**config.mk**
```make
export PLATFORM = sky130hd
export DESIGN_NAME = alu_sched
export DESIGN_NICKNAME = d
export VERILOG_FILES = /design/src/rtl/alu_sched.sv
export SDC_FILE = /design/constraint.sdc
export NUM_CORES = 1
export LEC_CHECK = 0
export ABC_AREA = 1
export BUFFER_PORTS_ARGS = -buffer_cell sky130_fd_sc_hd__clkbuf_2
export CORE_MARGIN = 2
export CORE_UTILIZATION = 30
export CTS_CLUSTER_SIZE = 30
export DETAILED_ROUTE_END_ITERATION = 6
export HOLD_SLACK_MARGIN = 0.1
export PLACE_DENSITY = 0.55
export SLEW_MARGIN = 20
export SYNTH_ARGS = -nofsm -noshare
export SYNTH_HDL_FRONTEND = slang
export SYNTH_SLANG_ARGS = --single-unit
export TNS_END_PERCENT = 30
```
**constraint.sdc**
```tcl
create_clock -name clk -period 1.9 [get_ports clk]
set_input_delay 0.475 -clock clk [delete_from_list [all_inputs] [get_ports clk]]
set_output_delay 0.475 -clock clk [all_outputs]
set_load 0.1 [all_outputs]
```
**src/rtl/alu_sched.sv**
```systemverilog
// rtl/alu_sched.sv - two-requester round-robin scheduler in front of a shared multi-cycle ALU
// Latches the granted request, pulses alu_execute, waits ALU_WAIT cycles, captures alu_f and acks.
module alu_sched #(
  parameter int ALU_WAIT = 1
) (
  input  logic       clk,
  input  logic       reset,
  input  logic       req0,
  input  logic       req1,
  input  logic [2:0] opcode0,
  input  logic [2:0] opcode1,
  input  logic [2:0] a0,
  input  logic [2:0] b0,
  input  logic [2:0] a1,
  input  logic [2:0] b1,
  output logic       ack0,
  output logic       ack1,
  output logic [5:0] result,
  output logic [2:0] alu_opcode,
  output logic [2:0] alu_a,
  output logic [2:0] alu_b,
  output logic       alu_execute,
  input  logic [5:0] alu_f,
  output logic       busy,
  output logic [7:0] done_cnt
);

  typedef enum logic [1:0] {IDLE, ISSUE, WAIT, RESP} state_t;

  localparam logic [3:0] WAIT_LAST = 4'(ALU_WAIT);

  state_t     state;
  logic       ptr;
  logic       gnt;
  logic [3:0] wait_cnt;
  logic       pick1;
  logic [2:0] sel_opcode;
  logic [2:0] sel_a;
  logic [2:0] sel_b;

  // ptr=1 gives requester 1 priority when both ask; a lone request always wins
  assign pick1      = req1 & (~req0 | ptr);
  assign sel_opcode = pick1 ? opcode1 : opcode0;
  assign sel_a      = pick1 ? a1 : a0;
  assign sel_b      = pick1 ? b1 : b0;

  always_ff @(posedge clk or posedge reset) begin
    if (reset) begin
      state       <= IDLE;
      ptr         <= 1'b0;
      gnt         <= 1'b0;
      wait_cnt    <= '0;
      ack0        <= 1'b0;
      ack1        <= 1'b0;
      result      <= '0;
      alu_opcode  <= '0;
      alu_a       <= '0;
      alu_b       <= '0;
      alu_execute <= 1'b0;
      busy        <= 1'b0;
      done_cnt    <= '0;
    end else begin
      ack0        <= 1'b0;
      ack1        <= 1'b0;
      alu_execute <= 1'b0;
      case (state)
        IDLE: begin
          if (req0 | req1) begin
            gnt        <= pick1;
            ptr        <= ~pick1;
            alu_opcode <= sel_opcode;
            alu_a      <= sel_a;
            alu_b      <= sel_b;
            busy       <= 1'b1;
            // a no-op request skips the ALU entirely and answers with zero
            if (sel_opcode == 3'b000) begin
              result <= '0;
              ack0   <= ~pick1;
              ack1   <= pick1;
              state  <= RESP;
            end else begin
              alu_execute <= 1'b1;
              state       <= ISSUE;
            end
          end
        end
        ISSUE: begin
          wait_cnt <= 4'd1;
          state    <= WAIT;
        end
        WAIT: begin
          if (wait_cnt == WAIT_LAST) begin
            result <= alu_f;
            ack0   <= ~gnt;
            ack1   <= gnt;
            state  <= RESP;
          end else begin
            wait_cnt <= wait_cnt + 4'd1;
          end
        end
        RESP: begin
          done_cnt <= done_cnt + 8'd1;
          busy     <= 1'b0;
          state    <= IDLE;
        end
      endcase
    end
  end

endmodule

```
# After elaboration in Yosys (flattened, before gate mapping)

Cells that the tools add are included.

Word-level logic and storage cells: 65
Output and inout port bits: 27
Input bits: 28
Flip-flop bits (word level): 35

Reductions and logical operators: 10
$add $sub $neg: 2
Equal/unequal tests: 8
Multiplexer cells: 26
Bitwise operators: 6

Operators with widths:

| kind                  | number |
|---|---|
| $mux W6               | 3 |
| $pmux W6 S2           | 1 |
| $mux W1               | 10 |
| $mux W3               | 3 |
| $add A8 B1 Y8 const B | 1 |
| $ne A2 B2 Y1 const B  | 4 |
| $pmux W2 S4           | 1 |
| $pmux W4 S2           | 1 |
| $reduce_and A2 Y1     | 4 |
| $mux W2               | 3 |
| $pmux W1 S2           | 3 |
| $reduce_bool A2 Y1    | 3 |
| $add A4 B1 Y4 const B | 1 |
| $eq A2 B2 Y1 const B  | 2 |
| $eq A4 B1 Y1 const B  | 1 |
| $mux W4               | 1 |
| $reduce_and A4 Y1     | 1 |
| $logic_not A3 Y1      | 1 |
| $not A1 Y1            | 3 |
| $eq A2 B1 Y1 const B  | 1 |
| $logic_not A2 Y1      | 1 |
| $or A1 B1 Y1          | 2 |
| $and A1 B1 Y1         | 1 |

# Depth between registers and ports, before layout

Gate-level depths: netlist (run 1).

Depth in word-level cells: 8
Depth in mapped cells: 10
Depth with buffers taken out: 10

# Least setup slack after synthesis (run 1)

No wires, ideal clock.

Kind: register to register
Start: reg done_cnt[0]
End: reg done_cnt[5]
Path buffers: 0
Setup time: 158 ps
Arrival time: 1759 ps
Path slack: -18 ps
Period minus slack after synthesis: 1918 ps
Stages on the path, launching flop included: 5
Required time: 1742 ps
Path through: dfrtp_1 inv_1 nor4_4 nand2_1 xnor2_1

Word-level cells in the longest chain between the ends: 1

Ends and longest elaborated chain:

| element                | line | text |
|---|---|---|
| from (decl)            | 25   | `output logic [7:0] done_cnt` |
| from (signal assigned) | 102  | `done_cnt <= done_cnt + 8'd1;` |
| $add A8 B1 Y8          | 102  |  |

No other way between the ends.
A chain may end at the register's enable or synchronous reset.

# Worst setup path in the final report (run 1)

Start: reg state[0]
End: reg result[4]

Word-level cells in the longest chain between the ends: 3
Elaborated cells on any way between the ends: 8
Classes of those cells: eq/ne: 4; mux: 1; reduce/logical: 3

Ends and longest elaborated chain:

| element                                                                    | line | text |
|---|---|---|
| from (decl)                                                                | 32   | `state_t state;` |
| from (signal assigned)                                                     | 49   | `state <= IDLE;` |
| from (signal assigned)                                                     | 80   | `state <= RESP;` |
| from (signal assigned)                                                     | 83   | `state <= ISSUE;` |
| $eq A2 B2 Y1 / $logic_not A2 Y1 (equally long branches)                    | 66   | `case (state)` |
| $ne A2 B2 Y1 (no source line) / $reduce_bool A2 Y1 (equally long branches) | --   |  |
| $reduce_and A4 Y1 (no source line)                                         | --   |  |
| to (signal assigned)                                                       | 93   | `result <= alu_f;` |
| to (decl)                                                                  | 18   | `output logic [5:0] result,` |

Parallel ways exist; a longest one is shown, timed or not.

==> summary.txt, run 1 <==
Routing
  – Via total after detailed routing: 1424
  – Final wirelength: 3520 microns
  – 1st-pass router iterations: 4
  – Detailed-route DRC error count: 0
  – DR iter-0 viols: 38
  – Routed Antenna Nets: 0
  – WL/cell: 10.4 microns
  – Vias per cell: 4.23

Clock network
  – TritonCTS clock tree: done
  – CTS sink count: 35
  – Hold buffer count at CTS: 0
  – TritonCTS buffer count: 5
  – Clk_lat worst skew: 0.28 ns
  – Setup bufs post-CTS: 0
  – Worst-path clk slew: 0.07 ns
  – Post-CTS Resized: 0
  – H-tree depth: 2
  – Clock buffer depth: 2
  – Clock root buffer: clkbuf_8

Die
  – Die area: 6400 sq um
  – Cell row count: 27
  – # IOs: 55
  – Chip width: 80 microns
  – Initial Utilization: 31.3%
  – Die height: 80 microns
  – Core Area: 5540 sq um

STA
  – RSZ-0062 raised after global routing: no
  – Slew HR: 62.8%
  – Hold Fails Final Rpt: 0
  – Tcrit/Tclk final: 87.4%
  – Max Fclk: 602 MHz
  – Sum of negative setup slack: 0 ns
  – Min cycle time layout: 1.66 ns
  – Worst slew pin tran: 0.560 ns
  – Setup-failing EPs final: 0
  – Clk_skew: 0.00654 ns
  – Max-slew violation count: 0

Final layout
  – Share of cells above drive strength 1: 29.4%
  – Layout area overhead: 25.4%
  – Nets: 299
  – Fillers: 582
  – Antenna Cells: 0

Setup path
  – CP Launch Type: flip-flop
  – Worst EP required: 2.08 ns
  – Crit Path Class: reg2reg
  – Critical Path Fanout Max: 10
  – Data arrival, critical path: 1.84 ns
  – Worst Setup End Kind: flip-flop

Logic synthesis
  – Post-synth EDFFs: 0
  – Synth Cell Area: 1730 sq um
  – Ranking of synthesized cells by area: dfrtp_1 51%, nand2_1 15%, inv_1 6.5%
  – Synth Flop Type: dfrtp_1
  – Top-count cell post-synth: nand2_1
  – Post-synth top area cell: dfrtp_1
  – Gate Count Post-Synth: 204
  – Yosys top cell area share: 50.5%
  – Post-Syn Nets: 239
  – Commonest cells post-synth: 67 x nand2_1, 35 x dfrtp_1, 30 x inv_1
  – Yosys synthesis warning count: 0
  – #FFs+latches synth: 35
  – FFs w/ async S/R, synth: 100%
  – Yosys cell types: 26
  – Seq/Total Area, Yosys: 50.5%
  – Synth Area per Inst: 8.49 sq um

Hold path
  – Worst hold path class: in2async

Run
  – Max-cap violation count: 0

GRT
  – Largest net degree at the start of global routing: 36
  – First-pass GRT wire length: 6040 microns
  – Total gr overflow: 0
  – Vias in the first global route: 1393
  – GRT Total Usage: 12.4%
  – Antenna violations before repair: 0

Place
  – Port Buf Inserts: 54
  – DP HPWL: 2650 microns
  – Placer Congestion: 0.743

Status
  – Status: finished, final reports clean
## layout make-up
class,instances,area (sq um),share of cell area [%]
clock inverter,1,5.00,0.230
multi-input combinational,132,716,32.9
inverter,35,131,6.04
tap,72,90.1,4.15
timing repair buffer,55,278,12.8
sequential,35,877,40.4
clock buffer,7,76.3,3.51
## cells by family (layout without fill, tap and decap cells)
family,Yosys count,after routing,synth area share (%)
compound gates,16,16,6.35
fa+ha+maj,7,7,5.05
xor+xnor,5,5,2.53
mux,1,1,0.650
simple gates,103,103,26.7
flops,35,35,50.5
buf+inv,37,98,8.16
## cell usage in the layout, fill, tap and decap left out, drive strengths merged
| cell type | n |
|---|---|
| nor2 | 10 |
| xor2 | 2 |
| nand3 | 16 |
| clkbuf | 61 |
| ha | 7 |
| o21ai | 9 |
| buf | 1 |
| dfrtp | 35 |
| o21bai | 1 |
| a21oi | 2 |
| nor4 | 1 |
| xnor2 | 3 |
| inv | 35 |
| nand3b | 1 |
| nand2 | 72 |
| clkinv | 1 |
| o22ai | 4 |
| nor3 | 2 |
| nand4 | 1 |
| mux2 | 1 |
## registers in the layout, summed over array words and instances, names as in the netlist
register and cells:
busy 1, ack1 1, alu_execute 1, ack0 1, alu_a 3, result 6, ptr 1, alu_opcode 3
done_cnt 8, alu_b 3, wait_cnt 4, state 2, gnt 1
## routing by layer
metal	routed length (microns)	global-route usage, %
met1	1610	14.9
met2	1630	20.2
met3	218	3.96
met4	64	5.59
met5	0	0
## worst paths after layout
kind | cells after the start | start | slack [ns] | endpoint
max in group asynchronous | 3 | reset | 1.29 | done_cnt[0]
max reg2reg | 7 | state[0] | 0.24 | result[4]
min reg2reg | 2 | result[0] | 0.47 | result[0]
max | 7 | state[0] | 0.24 | result[4]
min in group clk | 3 | b1[2] | 0.40 | alu_b[2]
min | 3 | reset | 0.27 | done_cnt[2]
## critical path: stages (launching register included)
cell     delay, ns
dfrtp_1       0.40
inv_1         0.11
ha_1          0.40
inv_1         0.15
a21oi_4       0.27
nand2_4       0.11
nand2_1       0.07
nand2_1       0.05
## per-stage QoR
step	hold WS (ns)	cell area, sq um	std cells	util [%]	worst slack [ns]
2_1_floorplan	0.442	1730	204	-	0.0131
3_3_place_gp	0.455	2090	329	37.8	0.303
3_5_place_dp	0.461	2090	329	37.8	0.239
4_1_cts	0.280	2170	337	39.2	0.220
5_1_grt	0.308	2170	337	39.2	0.0459
6_report	0.268	2170	337	39.2	0.239
Power of run 1 is left out: the tool's default activity adds up to more than one toggle a clock period on the data nets, which glitch-free logic cannot reach.
==> inputs of run 2 (changes only) <==
Clock period 1.9 ns to 1.75 ns, I/O delays scaled along.
==> run 2 against run 1 <==
Net effect:
- setup slack worse by 0.087 ns
- sequential share of layout area fell by 0.24 points
- die area unchanged
- critical path type is now reg2out
- largest cell class unchanged
==> summary.txt, run 2 (synthesized netlist as in run 1, its figures left out) <==
Clock network
  – CTS sink count: 35 (unchanged)
  – Clock buffer depth: 2 (unchanged)
  – Clock root buffer: clkbuf_8 (unchanged)
  – TritonCTS buffer count: 5 (unchanged)
  – H-tree depth: 2 (unchanged)
  – TritonCTS clock tree: done (unchanged)
  – Post-CTS Resized: 0 (unchanged)
  – Hold buffer count at CTS: 0 (unchanged)
  – Clk_lat worst skew: 0.28 ns (about the same)
  – Worst-path clk slew: 0.07 ns (about the same)
  – Setup bufs post-CTS: 0 (unchanged)

Final layout
  – Antenna Cells: 0 (unchanged)
  – Layout area overhead: 26.4% (was 25.4%)
  – Top flop regs: done_cnt (8), result (6), wait_cnt (4) (unchanged)
  – Area occupied by registers: 878 sq um (was 877 sq um)
  – Most common cell after layout, fill and taps aside: nand2_1 (unchanged)
  – Multi-input combinational cell area: 716 sq um (unchanged)
  – Nets: 301 (was 299)
  – Fillers: 592 (was 582)
  – Share of cells above drive strength 1: 30.3% (was 29.4%)
  – Final Non-Filler Cells: 339 (was 337)
  – Commonest cells after routing, fill and taps aside: 67 x nand2_1, 54 x clkbuf_2, 33 x dfrtp_1 (was 67 x nand2_1, 54 x clkbuf_2, 34 x dfrtp_1)
  – Max FFs per register: 8 (unchanged)
  – Largest Register: done_cnt (unchanged)

Setup path
  – Critical Path Fanout Max: 4 (was 10)
  – Crit path buf inv count: 1 (was 2)
  – CP cell instances: clkbuf_2 (was inv_1 -> ha_1 -> inv_1 -> a21oi_4 -> nand2_4 -> nand2_1 -> nand2_1)
  – Worst path slowest cell: clkbuf_2 (was dfrtp_1)
  – Critical path depth in cells: 1 (was 7)
  – Crit path max-delay family: buffers and inverters (was flip-flops)
  – Worst Setup End Kind: output pin (was flip-flop)
  – CP peak stage delay: 0.48 ns (was 0.40 ns)
  – Crit Path Class: reg2out (was reg2reg)
  – Cells on worst reg2reg path: 9 (was 7)
  – Data arrival, critical path: 1.16 ns (was 1.84 ns)
  – CP Launch Type: flip-flop (unchanged)
  – Worst EP required: 1.31 ns (was 2.08 ns)

STA
  – Max Fclk: 626 MHz
  – Max-slew violation count: 0 (unchanged)
  – Slew HR: 63.4% (was 62.8%)
  – Hold Slack: 0.225 ns (was 0.268 ns)
  – Tcrit/Tclk final: 91.3%
  – Setup-failing EPs final: 0 (unchanged)
  – Worst slew pin tran: 0.551 ns (was 0.560 ns)
  – Min cycle time layout: 1.60 ns
  – RSZ-0062 raised after global routing: no (unchanged)
  – Hold Fails Final Rpt: 0 (unchanged)
  – Clk_skew: 0.00327 ns (was 0.00654 ns)

Place
  – DP HPWL: 2660 microns (was 2650 microns)
  – Port Buf Inserts: 54 (unchanged)
  – Placer Congestion: 0.731 (was 0.743)
  – DP Cell Count: 330 (was 329)

Routing
  – Met2 WL post-DR: 1600 microns (was 1630 microns)
  – 1st-pass router iterations: 4 (unchanged)
  – Detailed-route DRC error count: 0 (unchanged)
  – Routed Antenna Nets: 0 (unchanged)
  – Wl on met1: 1630 microns (was 1610 microns)
  – Max Used Layer: met4 (unchanged)
  – Final wirelength: 3480 microns (was 3520 microns)
  – DR iter-0 viols: 54 (was 38)
  – Vias per cell: 4.22 (was 4.23)
  – WL/cell: 10.3 microns (was 10.4 microns)
  – Wire length on met3: 207 microns (was 218 microns)
  – Via total after detailed routing: 1429 (was 1424)

Die
  – Die height: 80 microns (unchanged)
  – Die area: 6400 sq um (unchanged)
  – Chip width: 80 microns (unchanged)
  – Core Area: 5540 sq um (unchanged)
  – # IOs: 55 (unchanged)
  – Initial Utilization: 31.3% (unchanged)
  – Cell row count: 27 (unchanged)

GRT
  – GRT Total Usage: 11.8% (was 12.4%)
  – Largest net degree at the start of global routing: 36 (unchanged)
  – Antenna violations before repair: 0 (unchanged)
  – First-pass GRT wire length: 5840 microns (was 6040 microns)
  – Total gr overflow: 0 (unchanged)
  – Vias in the first global route: 1369 (was 1393)

Hold path
  – Worst hold path class: in2async (unchanged)

Status
  – Status: finished, final reports clean (unchanged)

Run
  – Max-cap violation count: 0 (unchanged)
==> run 2: cell count changes in the layout (fill, tap and decap cells not counted) <==
| cell | before | now |
|---|---|---|
| buf_4 | 1 | 3 |
| dfrtp_1 | 34 | 33 |
| dfrtp_2 | 1 | 2 |
==> run 2: area by class of cell <==
| type | instances | share of cell area (%) |
|---|---|---|
| sequential | 35 | 40.1 |
| multi-input combinational | 132 | 32.7 |
| timing repair buffer | 57 | 13.4 |
| inverter | 35 | 6.00 |
| tap | 72 | 4.11 |
| clock buffer | 7 | 3.49 |
| clock inverter | 1 | 0.229 |
==> run 2: metal layers <==
| layer | GRT usage [%] | vias up |
|---|---|---|
| met4 | 3.56 | 0 |
| li1 | - | 752 |
| met3 | 4.30 | 5 |
| met1 | 14.1 | 638 |
| met2 | 19.6 | 34 |
| met5 | 0 | - |
==> run 2: per-stage QoR <==
| stage | utilization, % | area [sq um] | TNS (ns) | setup WS, ns |
|---|---|---|---|---|
| after floorplan | - | 1740 | -0.0859 | -0.0661 |
| after global placement | 37.9 | 2100 | 0 | 0.164 |
| after detailed placement | 37.9 | 2100 | 0 | 0.164 |
| after CTS | 39.4 | 2180 | 0 | 0.138 |
| after global routing | 39.5 | 2190 | 0 | 0.0403 |
| final | 39.5 | 2190 | 0 | 0.153 |
==> run 2: worst paths after layout <==
path	from	to	slack (ns)
worst max-delay path	done_cnt[6]	done_cnt[6]	0.15
worst min-delay path	reset	alu_b[0]	0.23
min in group clk	b1[2]	alu_b[2]	0.36
worst min register to register	gnt	ack0	0.46
max in group asynchronous	reset	done_cnt[0]	1.18
worst max register to register	wait_cnt[1]	result[4]	0.21
==> run 2: worst register-to-register path, cell delays in order (launching register included) <==
cell     delay [ns]
dfrtp_1        0.38
inv_1          0.09
ha_1           0.16
nand2_2        0.08
o21ai_4        0.18
nand2_4        0.08
a21oi_4        0.25
nand2_4        0.11
nand2_1        0.08
nand2_1        0.04
Power of run 2 is left out for the same reason.
